### config.mk
export PLATFORM = sky130hd
export DESIGN_NAME = chrom_serial_loader
export DESIGN_NICKNAME = d
export VERILOG_FILES = /design/src/rtl/chrom_serial_loader.sv
export SDC_FILE = /design/constraint.sdc
export NUM_CORES = 1
export LEC_CHECK = 0
export ABC_AREA = 1
export BUFFER_PORTS_ARGS = -buffer_cell sky130_fd_sc_hd__buf_2
export CELL_PAD_IN_SITES_DETAIL_PLACEMENT = 1
export CELL_PAD_IN_SITES_GLOBAL_PLACEMENT = 2
export CORE_MARGIN = 10
export CORE_UTILIZATION = 32
export CTS_CLUSTER_SIZE = 24
export DETAILED_ROUTE_END_ITERATION = 8
export PLACE_DENSITY = 0.85
export SLEW_MARGIN = 10
export SYNTH_ARGS = -nofsm -noshare
export SYNTH_HDL_FRONTEND = slang
export SYNTH_SLANG_ARGS = --single-unit
### constraint.sdc
create_clock -name clk -period 15.93 [get_ports clk]
set_input_delay 0.7965 -clock clk [delete_from_list [all_inputs] [get_ports clk]]
set_output_delay 0.7965 -clock clk [all_outputs]
set_load 0.005 [all_outputs]
### src/rtl/chrom_serial_loader.sv
// Serial-to-parallel chromosome loader: shifts bits into a shadow register and commits them atomically to the LE grid.
// Optional feature: define CHROM_PARITY_EN to append an even-parity bit to each frame.
module chrom_serial_loader #(
  parameter int ROW   = 4,
  parameter int COL   = 4,
  parameter int OUT   = 4,
  parameter int SEL_W = $clog2(ROW*COL)
) (
  input  logic                             clk,
  input  logic                             rst,
  input  logic                             start,
  input  logic                             ser_valid,
  input  logic                             ser_data,
  output logic                             ser_ready,
  output logic                             busy,
  output logic                             cfg_done,
  output logic                             cfg_valid,
  output logic                             cfg_err,
  output logic [ROW-1:0][COL-1:0][15:0]    saidas_LE,
  output logic [OUT-1:0][SEL_W-1:0]        out_chrom
);

  localparam int NBITS = ROW*COL*16 + OUT*SEL_W;
`ifdef CHROM_PARITY_EN
  localparam int FRAME = NBITS + 1;
`else
  localparam int FRAME = NBITS;
`endif
  localparam int CW = $clog2(NBITS+2);
  localparam logic [CW-1:0] LAST = CW'(FRAME-1);

  typedef enum logic [1:0] {IDLE, LOAD, COMMIT} state_t;

  state_t           state, state_nx;
  logic [NBITS-1:0] shadow;
  logic [CW-1:0]    count;
  logic             xfer;

  assign ser_ready = (state == LOAD);
  assign busy      = (state != IDLE);
  assign xfer      = ser_valid & ser_ready;

`ifdef CHROM_PARITY_EN
  logic par_acc;
  logic par_bad;
  logic err_q;
  assign cfg_err = err_q;
`else
  assign cfg_err = 1'b0;
`endif

  always_comb begin
    state_nx = state;
    case (state)
      IDLE:    if (start) state_nx = LOAD;
      LOAD:    if (!start && xfer && count == LAST) state_nx = COMMIT;
      COMMIT:  state_nx = IDLE;
      default: state_nx = IDLE;
    endcase
  end

  // Shadow collects the frame; the active outputs are only ever written as a whole at COMMIT.
  always_ff @(posedge clk or posedge rst) begin
    if (rst) begin
      state     <= IDLE;
      shadow    <= '0;
      count     <= '0;
      saidas_LE <= '0;
      out_chrom <= '0;
      cfg_done  <= 1'b0;
      cfg_valid <= 1'b0;
`ifdef CHROM_PARITY_EN
      par_acc   <= 1'b0;
      par_bad   <= 1'b0;
      err_q     <= 1'b0;
`endif
    end else begin
      state    <= state_nx;
      cfg_done <= 1'b0;
`ifdef CHROM_PARITY_EN
      err_q    <= 1'b0;
`endif
      case (state)
        IDLE, LOAD: begin
          if (start) begin
            count <= '0;
`ifdef CHROM_PARITY_EN
            par_acc <= 1'b0;
`endif
          end else if (xfer) begin
            count <= count + 1'b1;
`ifdef CHROM_PARITY_EN
            // The trailing parity bit is checked, never shifted into the shadow.
            if (count == LAST) begin
              par_bad <= par_acc ^ ser_data;
            end else begin
              shadow  <= {shadow[NBITS-2:0], ser_data};
              par_acc <= par_acc ^ ser_data;
            end
`else
            shadow <= {shadow[NBITS-2:0], ser_data};
`endif
          end
        end
        COMMIT: begin
          count <= '0;
`ifdef CHROM_PARITY_EN
          if (par_bad) begin
            err_q <= 1'b1;
          end else begin
            {saidas_LE, out_chrom} <= shadow;
            cfg_done               <= 1'b1;
            cfg_valid              <= 1'b1;
          end
`else
          {saidas_LE, out_chrom} <= shadow;
          cfg_done               <= 1'b1;
          cfg_valid              <= 1'b1;
`endif
        end
        default: ;
      endcase
    end
  end

endmodule

==> flow_summary.json <==
{
  "drive_above_1_share": 0.166,
  "synth_seq_cells": 557,
  "path_max_fanout": 104,
  "yosysWarnings": 0,
  "synth_area_um2": 20700,
  "rsz0062_at_grt": "false",
  "arrival_ns": 4.48,
  "portBuffers": 280,
  "p_sw_mw": 0.876,
  "fin_tns_setup_ns": 0,
  "yosysTopAreaCellShare": 0.672,
  "postCtsResizedCells": 0,
  "maxSlewHeadroom": 0.237,
  "clkPwrFrac": 0.425,
  "power_density_nw_per_um2": 139,
  "clk_pin_slew_worst_paths_ns": 0.06,
  "crit_path_start_kind": "register",
  "drc": 0,
  "die-area_um2": 75400,
  "place_inst": 3157,
  "grt_max_degree": 250,
  "num_rows": 93,
  "wl_per_cell_um": 15.7,
  "skew_ns": 0.0145,
  "post-dp-hpwl_um": 33600,
  "final_area_um2": 24900,
  "drv_slew": 0,
  "ir_drop_v": 0.0000757,
  "cts_tree": "built",
  "drt_iter0_markers": 844,
  "ys_seq_area_frac": 0.672,
  "worst_setup_path_end_kind": "register",
  "dpl_cell_area_um2": 22700,
  "yosysUniqueCellTypes": 18,
  "chipWidth_um": 275,
  "critPathKind": "register to register",
  "root_buffer": "clkbuf_16",
  "wl_um": 51200,
  "tightest_slew_ns": 1.14,
  "clockBufferDepth": 3,
  "cell_internal_pwr_mw": 2.59,
  "gp_congestion": 0.750,
  "syn_inst": 2131,
  "htree_levels": 2,
  "pin_count": 282,
  "grtUsageTotal": 0.135,
  "die_h_um": 275,
  "finalSetupViolCount": 0,
  "grt_pass1_wl_um": 84700,
  "fp.coreArea_um2": 64300,
  "slowest_delay_ns": 0.81,
  "netlist_top_cells_area": "dfrtp_1 (67%), o21ai_0 (13%), nand2_1 (10%), inv_1 (5.4%), buf_2 (1.9%)",
  "synth.avg_cell_area_um2": 9.73,
  "mostFrequentLayoutCell": "nand2_1",
  "grt_pass1_vias": 16152,
  "viasPerCell": 4.54,
  "path_common_cell": "buf_4",
  "layout_common_cells": "nand2_1 (574), dfrtp_1 (557), o21ai_0 (540)",
  "max-cap-violations": 0,
  "start_util": 0.322,
  "finalHoldViolCount": 0,
  "syn_nets": 2137,
  "worst-r2r-setup-slack_ns": 11.88,
  "required_ns": 16.36,
  "diodes": 0,
  "hold_path_class": "input port to async pin",
  "holdBufCountCts": 0,
  "clock.fmax_mhz": 247,
  "power.share.sequential": 0.493,
  "min_period_ns": 4.05,
  "grt_overflow_total": 0,
  "numCtsBuffers": 60,
  "cts_sinks": 557,
  "path_cells": "inv_2 -> nand3_2 -> nor2_4 -> buf_4 -> buf_4 -> buf_4 -> o21ai_0",
  "ant_nets": 0,
  "vias": 14827,
  "grt_antenna_before_repair": 0,
  "fin_crit_sh": 0.254,
  "cp_slowest_cell": "buf_4",
  "power_leakage_nw": 12.5,
  "status": "finished clean",
  "drt-pass1-iter-count": 4,
  "switching_share": 0.253,
  "stdcell_count": 3265,
  "yosysTopAreaCell": "dfrtp_1",
  "nNetsFinal": 2370,
  "post_cts_buffers": 0,
  "power.share.combinational": 0.082,
  "insertion_delay_ns": 0.60,
  "synthToLayoutAreaGrowth_pct": 19.9
}
[power groups by stage]
stage | registers [mW] | logic (mW) | clock network (mW)
after detailed placement | 1.73 | 0.288 | 0
after CTS | 1.71 | 0.294 | 1.52
after global placement | 1.72 | 0.270 | 0
after floorplan | 1.70 | 0.216 | 0
after global routing | 1.73 | 0.344 | 1.59
final | 1.71 | 0.282 | 1.47
[synthesized netlist by cell type, drive strengths merged]
cell    instances
nand2         575
dfrtp         557
o21ai         551
inv           297
buf            92
clkbuf         30
nor2           12
nand3          11
nand4           2
conb            1
ha              1
nor3            1
or2             1
[path summary, 6_finish.rpt]
check | start | to | cells past startpoint
worst max-delay path | state[1] | shadow[56] | 7
worst min-delay path | rst | saidas_LE[214] | 2
worst max register to register | state[1] | shadow[56] | 7
worst min register to register | shadow[8] | shadow[9] | 2
max in group asynchronous | rst | shadow[92] | 5
min in group clk | ser_data | shadow[0] | 3
[per-stage QoR]
| stage | util | hold WS [ns] | worst slack, ns | power, mW |
|---|---|---|---|---|
| 3_3_place_gp | 0.353 | 0.447 | 11.63 | 2.00 |
| 5_1_grt | 0.386 | 0.0998 | 11.36 | 3.66 |
| 3_5_place_dp | 0.353 | 0.462 | 11.46 | 2.02 |
| 2_1_floorplan | - | 0.453 | 7.55 | 1.92 |
| 4_1_cts | 0.386 | 0.0804 | 11.80 | 3.53 |
| 6_report | 0.386 | 0.130 | 11.88 | 3.46 |
[critical path, delay by kind of cell (launching register included)]
kind	cells	cell delay [ns]
buffers and inverters	4	2.42
and+or+nand+nor	2	0.71
DFF	1	0.44
AOI/OAI and AO/OA	1	0.21
[cell families (layout without fill, tap and decap cells)]
family,count (synthesis),count (layout),synth area share
and+or+nand+nor,602,602,0.111
AOI/OAI and AO/OA,551,551,0.133
other,1,1,0.000181
DFF,557,557,0.672
adders and majority gates,1,1,0.000603
buffers and inverters,419,698,0.0831
[state kept, by name (all words and copies together) (netlist names)]
name,count
cfg_done,1
count,9
saidas_LE,256
state,2
cfg_valid,1
out_chrom,16
shadow,272
[routing by layer]
layer / vias up / global-route usage / routed length [um] / share of wire
li1: 7119 / - / - / -
met1: 7387 / 0.171 / 22700 / 0.44
met2: 245 / 0.230 / 24800 / 0.48
met3: 76 / 0.0307 / 2620 / 0.051
met4: 0 / 0.0347 / 1020 / 0.020
met5: - / 0 / 0 / 0
[area by class of cell]
cell class                      instances  area (um^2)
Sequential cell                       557        13900
Inverter                              297         1120
Tap cell                              855         1070
Multi-Input combinational cell       1155         5080
Fill cell                            7396        39500
Timing Repair Buffer                  293         1540
Clock buffer                           83         1770
Clock inverter                         25          348
Note: power is estimated with default switching activity, not from simulation.
